### src/rtl/piradip_axi4_rd_arb.sv
// piradip_axi4_rd_arb: round-robin arbiter sharing one AXI4 read master port among NREQ
// requesters. Only one burst is in flight; the grant is held from AR acceptance through RLAST.
// Optional define PIRADIP_AXI4_RD_ARB_4K_CHECK_EN: INCR bursts crossing a 4 KB boundary and
// reserved burst types are answered locally with SLVERR beats instead of going downstream.
module piradip_axi4_rd_arb #(
  parameter int unsigned NREQ       = 2,
  parameter int unsigned ADDR_WIDTH = 32,
  parameter int unsigned DATA_WIDTH = 32
) (
  input  logic                       aclk,
  input  logic                       aresetn,
  input  logic [NREQ-1:0]            s_arvalid,
  output logic [NREQ-1:0]            s_arready,
  input  logic [NREQ*ADDR_WIDTH-1:0] s_araddr,
  input  logic [NREQ*8-1:0]          s_arlen,
  input  logic [NREQ*3-1:0]          s_arsize,
  input  logic [NREQ*2-1:0]          s_arburst,
  input  logic [NREQ*3-1:0]          s_arprot,
  input  logic [NREQ*4-1:0]          s_arcache,
  output logic [NREQ-1:0]            s_rvalid,
  input  logic [NREQ-1:0]            s_rready,
  output logic [DATA_WIDTH-1:0]      s_rdata,
  output logic [1:0]                 s_rresp,
  output logic                       s_rlast,
  output logic                       m_arvalid,
  input  logic                       m_arready,
  output logic [ADDR_WIDTH-1:0]      m_araddr,
  output logic [7:0]                 m_arlen,
  output logic [2:0]                 m_arsize,
  output logic [1:0]                 m_arburst,
  output logic [2:0]                 m_arprot,
  output logic [3:0]                 m_arcache,
  output logic                       m_arlock,
  output logic [3:0]                 m_arqos,
  output logic [3:0]                 m_arregion,
  input  logic                       m_rvalid,
  output logic                       m_rready,
  input  logic [DATA_WIDTH-1:0]      m_rdata,
  input  logic [1:0]                 m_rresp,
  input  logic                       m_rlast
);

  localparam int unsigned PW = (NREQ > 1) ? $clog2(NREQ) : 1;

  localparam logic [1:0] ST_IDLE = 2'd0;
  localparam logic [1:0] ST_ADDR = 2'd1;
  localparam logic [1:0] ST_DATA = 2'd2;
  localparam logic [1:0] ST_ERR  = 2'd3;

  logic [1:0]            state;
  logic [1:0]            state_nxt;
  logic [PW-1:0]         ptr;
  logic [PW-1:0]         gnt;
  logic                  win_valid;
  logic [PW-1:0]         win_idx;
  logic                  accept;
  logic                  reject;
  logic [ADDR_WIDTH-1:0] sel_addr;
  logic [7:0]            sel_len;
  logic [2:0]            sel_size;
  logic [1:0]            sel_burst;
  logic [2:0]            sel_prot;
  logic [3:0]            sel_cache;

  // Requester index base+off, wrapped modulo NREQ
  function automatic logic [PW-1:0] rr_idx(input logic [PW-1:0] base, input int unsigned off);
    int unsigned s;
    s = 32'(base) + off;
    if (s >= NREQ) s = s - NREQ;
    return PW'(s);
  endfunction

  // Winner: first valid requester at or after ptr; descending scan lets the nearest one win
  always_comb begin
    win_valid = 1'b0;
    win_idx   = '0;
    for (int k = int'(NREQ) - 1; k >= 0; k--) begin
      if (s_arvalid[rr_idx(ptr, unsigned'(k))]) begin
        win_valid = 1'b1;
        win_idx   = rr_idx(ptr, unsigned'(k));
      end
    end
  end

  // Mux the winner's AR payload out of the packed request buses
  always_comb begin
    sel_addr  = '0;
    sel_len   = '0;
    sel_size  = '0;
    sel_burst = '0;
    sel_prot  = '0;
    sel_cache = '0;
    for (int i = 0; i < int'(NREQ); i++) begin
      if (win_idx == PW'(i)) begin
        sel_addr  = s_araddr[i*ADDR_WIDTH +: ADDR_WIDTH];
        sel_len   = s_arlen[i*8 +: 8];
        sel_size  = s_arsize[i*3 +: 3];
        sel_burst = s_arburst[i*2 +: 2];
        sel_prot  = s_arprot[i*3 +: 3];
        sel_cache = s_arcache[i*4 +: 4];
      end
    end
  end

  assign accept = (state == ST_IDLE) && win_valid;

`ifdef PIRADIP_AXI4_RD_ARB_4K_CHECK_EN
  localparam int unsigned CW = 24;
  logic [CW-1:0] span_end;
  logic [7:0]    cnt;

  // Byte offset just past the burst; wide enough that no term is truncated
  always_comb begin
    span_end = CW'(sel_addr[11:0]) + (CW'({1'b0, sel_len} + 9'd1) << sel_size);
    reject   = ((sel_burst == 2'b01) && (span_end > CW'(4096))) || (sel_burst == 2'b11);
  end

  // Remaining local error beats after the current one
  always_ff @(posedge aclk or negedge aresetn) begin
    if (!aresetn) begin
      cnt <= '0;
    end else if (accept) begin
      cnt <= sel_len;
    end else if ((state == ST_ERR) && s_rready[gnt] && (cnt != 8'd0)) begin
      cnt <= cnt - 8'd1;
    end
  end
`else
  assign reject = 1'b0;
`endif

  // State register
  always_ff @(posedge aclk or negedge aresetn) begin
    if (!aresetn) state <= ST_IDLE;
    else          state <= state_nxt;
  end

  // Grant, rotation pointer and downstream AR payload, captured on acceptance only
  always_ff @(posedge aclk or negedge aresetn) begin
    if (!aresetn) begin
      ptr       <= '0;
      gnt       <= '0;
      m_araddr  <= '0;
      m_arlen   <= '0;
      m_arsize  <= '0;
      m_arburst <= '0;
      m_arprot  <= '0;
      m_arcache <= '0;
    end else if (accept) begin
      ptr       <= rr_idx(win_idx, 32'd1);
      gnt       <= win_idx;
      m_araddr  <= sel_addr;
      m_arlen   <= sel_len;
      m_arsize  <= sel_size;
      m_arburst <= sel_burst;
      m_arprot  <= sel_prot;
      m_arcache <= sel_cache;
    end
  end

  // Next state and handshake/R routing; s_arready is held low while reset is asserted
  always_comb begin
    state_nxt = state;
    s_arready = '0;
    s_rvalid  = '0;
    s_rdata   = '0;
    s_rresp   = '0;
    s_rlast   = 1'b0;
    m_arvalid = 1'b0;
    m_rready  = 1'b0;
    case (state)
      ST_IDLE: begin
        if (aresetn && win_valid) s_arready[win_idx] = 1'b1;
        if (accept) state_nxt = reject ? ST_ERR : ST_ADDR;
      end
      ST_ADDR: begin
        m_arvalid = 1'b1;
        if (m_arready) state_nxt = ST_DATA;
      end
      ST_DATA: begin
        s_rvalid[gnt] = m_rvalid;
        m_rready      = s_rready[gnt];
        s_rdata       = m_rdata;
        s_rresp       = m_rresp;
        s_rlast       = m_rlast;
        if (m_rvalid && s_rready[gnt] && m_rlast) state_nxt = ST_IDLE;
      end
      ST_ERR: begin
`ifdef PIRADIP_AXI4_RD_ARB_4K_CHECK_EN
        s_rvalid[gnt] = 1'b1;
        s_rresp       = 2'b10;
        s_rlast       = (cnt == 8'd0);
        if (s_rready[gnt] && (cnt == 8'd0)) state_nxt = ST_IDLE;
`else
        state_nxt = ST_IDLE;
`endif
      end
      default: state_nxt = ST_IDLE;
    endcase
  end

  assign m_arlock   = 1'b0;
  assign m_arqos    = 4'd0;
  assign m_arregion = 4'd0;

endmodule
### config.mk
export PLATFORM = sky130hd
export DESIGN_NAME = piradip_axi4_rd_arb
export DESIGN_NICKNAME = d
export VERILOG_FILES = /design/src/rtl/piradip_axi4_rd_arb.sv
export SDC_FILE = /design/constraint.sdc
export NUM_CORES = 1
export LEC_CHECK = 0
export ABC_AREA = 1
export BUFFER_PORTS_ARGS = -buffer_cell sky130_fd_sc_hd__buf_2
export CAP_MARGIN = 30
export CORE_AREA = 4 4 95 97
export CTS_BUF_LIST = sky130_fd_sc_hd__clkbuf_4 sky130_fd_sc_hd__clkbuf_8
export DETAILED_ROUTE_END_ITERATION = 10
export DIE_AREA = 0 0 99 101
export PLACE_DENSITY = 0.88
export RECOVER_POWER = 100
export SLEW_MARGIN = 0
export SYNTH_ARGS = -nofsm -noshare
export SYNTH_HDL_FRONTEND = slang
export SYNTH_SLANG_ARGS = --single-unit
### constraint.sdc
create_clock -name aclk -period 3.3 [get_ports aclk]
set_input_delay 0.495 -clock aclk [delete_from_list [all_inputs] [get_ports aclk]]
set_output_delay 0.495 -clock aclk [all_outputs]
set_load 0.05 [all_outputs]
== Word level (Yosys, flattened, before mapping) ==
Index checks and enable logic that the tools add are counted.

* Add/subtract/negate cells: 5
* Magnitude comparators: 9
* Equal/unequal tests: 6
* Mux-type cells: 35
* Bitwise operators: 1
* Reductions and logical operators: 8

{| class="wikitable"
|+ Operators by type and width
! kind !! number
|-
| $mux W32 || 2
|-
| $mux W1 || 18
|-
| $mux W2 || 8
|-
| $lt A1 B2 Y1 const B || 4
|-
| $mux W8 || 1
|-
| $pmux W2 S4 || 1
|-
| $logic_and A1 B1 Y1 || 6
|-
| $mux W3 || 2
|-
| $ne A2 B2 Y1 const B || 3
|-
| $add A1 B1 Y2 const B || 2
|-
| $eq A2 B2 Y1 const B || 2
|-
| $ge A2 B2 Y1 const B || 2
|-
| $mux W4 || 1
|-
| $reduce_and A3 Y1 || 1
|-
| $sub A1 B1 Y1 const B || 3
|-
| $and A2 B2 Y2 || 1
|-
| $demux W1 S1 || 2
|-
| $eq A2 B1 Y1 const B || 1
|-
| $ge A1 B1 Y1 const B || 2
|-
| $ge A1 B2 Y1 const B || 1
|-
| $logic_not A2 Y1 || 1
|}

* Bits in registers: 56
* Bits of input ports: 147
* Output and inout port bits: 102
* Logic and storage cells: 73

== Logic depth before layout (Yosys ltp) ==
* Depth in word-level cells: 13
* Depth in mapped cells: 6

== Least setup slack after synthesis ==
Ideal clock, no wire load.

* Path kind: reg-to-output
* From: register state[0]
* To: output port s_rvalid[0]
* Arrival time: 1.772 ns
* Path slack: 1.033 ns
* Cell stages (with the launch flop): 5
* Buffers on the path: 1
* Cell sequence: dfrtp_1 -> inv_2 -> nand2_1 -> buf_2 -> nor3_1

* Cells in the longest elaborated chain, start to end: 2

{| class="wikitable"
|+ RTL lines
! element !! RTL line !! RTL
|-
| start, declared || 50 || <nowiki>logic [1:0] state;</nowiki>
|-
| start signal, assigned || 135 || <nowiki>else state <= state_nxt;</nowiki>
|-
| $eq A2 B2 Y1 || 171 || <nowiki>case (state)</nowiki>
|-
| $mux W2 || 171 ||
|-
| end, declared || 20 || <nowiki>output logic [NREQ-1:0] s_rvalid,</nowiki>
|}

Every way passes these cells.

== Final worst setup path ==
* From: register state[1]
* To: output port s_arready[1]

* Cells in the longest elaborated chain, start to end: 2

{| class="wikitable"
|+ RTL lines
! element !! RTL line !! RTL
|-
| $logic_not A2 Y1 || 171 ||
|-
| $mux W2 || 171 ||
|-
| end, declared || 13 || <nowiki>output logic [NREQ-1:0] s_arready,</nowiki>
|}

Every way passes these cells.

==> reports/results.tsv <==
stage	metric	value	unit
clocking	post-CTS setup buffers	0	
global_route	first-pass GRT wire length	17600	microns
synthesis	sequential share of the synthesized area	0.445	
final_layout	NumNets Final	777	
floorplan	Initial Utilization	0.387	
run_status	outcome	complete, no violations	
sta	final hold vios	0	
synthesis	most common library cells after synthesis	nand3_1, nand2_1, dfrtp_1	
sta	RSZ-0062 raised after global routing	false	
sta	period utilization	0.807	
routing	vias per cell	5.15	
power	Leak	2.26	nW
global_route	grt met3 use	0.0381	
global_route	vias in the first global route	3724	
global_route	grt peak-use layer	met2	
synthesis	Ys Warns	0	
final_layout	share of cells above drive strength 1	0.266	
power	Max IR drop VDD	0.000562	V
setup_path	Critical Path Fanout Max	28	
synthesis	#FFs+latches synth	56	
power	clock power share	0.081	
routing	First DRT Iteration DRCs	180	
synthesis	prevailing post-synth register cell	dfrtp_1	
power	Reg power frac	0.263	
placement	Post-DP HPWL	8390	microns
floorplan	Die ar.	0.0100	sq mm
routing	Vias	3792	
power	Overall Power	4.74	mW
clocking	Num Clock Sinks	56	
power	switch share	0.626	
global_route	pin count of the biggest net entering global routing	57	
flow_run	# Max-Cap Violations	0	
floorplan	FP Rows	33	
sta	Worst slew margin	0.0905	
sta	Max Clk Rate	375	MHz
power	pwr/cell area	1110	mW/mm^2
floorplan	Die Y	101	microns
sta	Slew Limit Fails	0	
clocking	Clock Latency Late Sink	0.30	ns
sta	Final setup viols	0	
final_layout	diodes inserted	0	
global_route	grt ovf	0	
routing	DR pass1 iterations	5	
routing	DRT Wirelength	11100	microns
power	Comb pwr share	0.655	
synthesis	top-count cell post-synth	nand3_1	
clocking	post-CTS resize count	0	
routing	antenna viol nets, final	0	
final_layout	post-layout util	0.526	
clocking	clock tree from TritonCTS	built	
sta	Final Critical Period	2.66	ns
setup_path	cells on worst reg2reg path	6	
power	Switch Pwr	2.97	mW
setup_path	critical setup path kind	register to output pin	
global_route	met1 Resource Use GR	0.264	
final_layout	non-filler instance count after layout	736	
setup_path	Worst EP required	2.80	ns
setup_path	crit start category	register	
routing	Residual DRC	0	
clocking	hold-fix buffers at CTS	0	
floorplan	die width	99	microns
clocking	CTS Root Cell	clkbuf_8	
sta	clk_skew	0.0135	ns
synthesis	post-synth cell types	20	
synthesis	syn_area_per_cell	7.64	sq um
placement	cell count after placement	728	
sta	setup TNS	0	ns
global_route	GRT Util Overall	0.213	
synthesis	Async SR Flop Fraction	1.00	
setup_path	critical path capture point type	output pin	
floorplan	IO Pins	249	
final_layout	Filler cells	828	
synthesis	largest cells by area after synthesis	dfrtp_1, nand3_1, nand4_1	
setup_path	Worst EP arrival	2.17	ns
power	cell-internal power	1.77	mW
routing	routed wire length per instance	15.1	microns
worst_hold_path	Min-Delay Path Depth	2	
clocking	clock buffer depth	2	
floorplan	core area	0.00813	sq mm
global_route	initial antenna violation count	0	
synthesis	post-synth top area cell	dfrtp_1	
final_layout	Area Overhead vs Synth	35.9	%
sta	Tightest Pin Transition	1.36	ns
clocking	htree depth	2	
worst_hold_path	HP Class	input pin to register	
synthesis	Post-synth EDFFs	0	
synthesis	Cell Area, Synth	0.00315	sq mm
synthesis	area share of the largest cell type after synthesis	0.445	
clocking	Clock transition at path regs	0.09	ns
placement	Port Buf Inserts	239	
global_route	met2 GRT Util	0.382	
placement	gpl congestion	0.858	
synthesis	post-synthesis cell count	412	
clocking	CTS buffer count	5	
-- through the flow --
| stage | setup slack (ns) | instance area, sq um | hold slack, ns |
|---|---|---|---|
| floorplan | 1.03 | 3180 | 0.199 |
| global placement | 1.09 | 4310 | 0.477 |
| detailed placement | 1.07 | 4310 | 0.485 |
| CTS | 0.836 | 4400 | 0.359 |
| global route | 0.434 | 4280 | 0.382 |
| finish | 0.636 | 4280 | 0.397 |
-- layout by cell type, fill, tap and decap left out, drive strengths merged --
master / count
a21oi: 1
buf: 151
clkbuf: 101
clkinvlp: 2
conb: 9
dfrtp: 56
inv: 43
nand2: 62
nand3: 107
nand4: 52
nor2: 41
nor3: 2
o21ai: 3
o31ai: 1
-- cell families (layout without fill, tap and decap cells) --
| logic type | after synthesis | in the layout | synth area share |
|---|---|---|---|
| buf+inv | 86 | 297 | 0.132 |
| other cells | 1 | 9 | 0.00119 |
| flops | 56 | 56 | 0.445 |
| compound gates | 5 | 5 | 0.0123 |
| simple gates | 264 | 264 | 0.409 |
-- layout make-up --
class	count	area [sq um]	share of cell area
sequential	56	1400	0.328
multi-input combinational	278	1360	0.318
timing repair buffer	247	1130	0.265
inverter	42	158	0.0369
tap	105	131	0.0307
clock buffer	5	68.8	0.0161
clock inverter	3	26.3	0.00614
-- flip-flops by register name (all words and copies together), names as in the netlist --
signal / flops
gnt: 1
m_arsize: 3
ptr: 1
state: 2
m_arcache: 4
m_arburst: 2
m_araddr: 32
m_arlen: 8
m_arprot: 3
-- final timing paths --
check                                       startpoint                        to  slack, ns
worst max-delay path              state[1]$_DFFE_PN0P_              s_arready[1]       0.64
min in group asynchronous                      aresetn   m_araddr[8]$_DFFE_PN0P_       0.66
worst min-delay path                         m_arready      state[0]$_DFFE_PN0P_       0.40
worst min register to register  m_arlen[0]$_DFFE_PN0P_    m_arlen[0]$_DFFE_PN0P_       0.51
worst max register to register    state[1]$_DFFE_PN0P_  m_araddr[28]$_DFFE_PN0P_       1.28
max in group asynchronous                      aresetn  m_araddr[12]$_DFFE_PN0P_       1.82
-- power groups by stage --
stage | clock [mW] | sequential, mW | combinational [mW]
after detailed placement | 0 | 1.24 | 3.25
after global placement | 0 | 1.24 | 3.18
after global routing | 0.433 | 1.29 | 3.31
after floorplan | 0 | 2.33 | 1.41
after CTS | 0.405 | 1.24 | 3.25
final | 0.385 | 1.25 | 3.11
-- worst max-delay path, stage by stage, from the launching register on --
cell and delay (ns):
dfrtp_1 0.46, nor2_4 0.59, nand3_1 0.21, nor2_1 0.13, clkbuf_1 0.48
-- metal layers --
metal,routed length (microns),vias to the layer above
met5,0,-
met4,162,0
met3,952,17
met2,5710,204
met1,4300,1769
li1,-,1802
No activity file was read; power rests on OpenSTA's default activity.
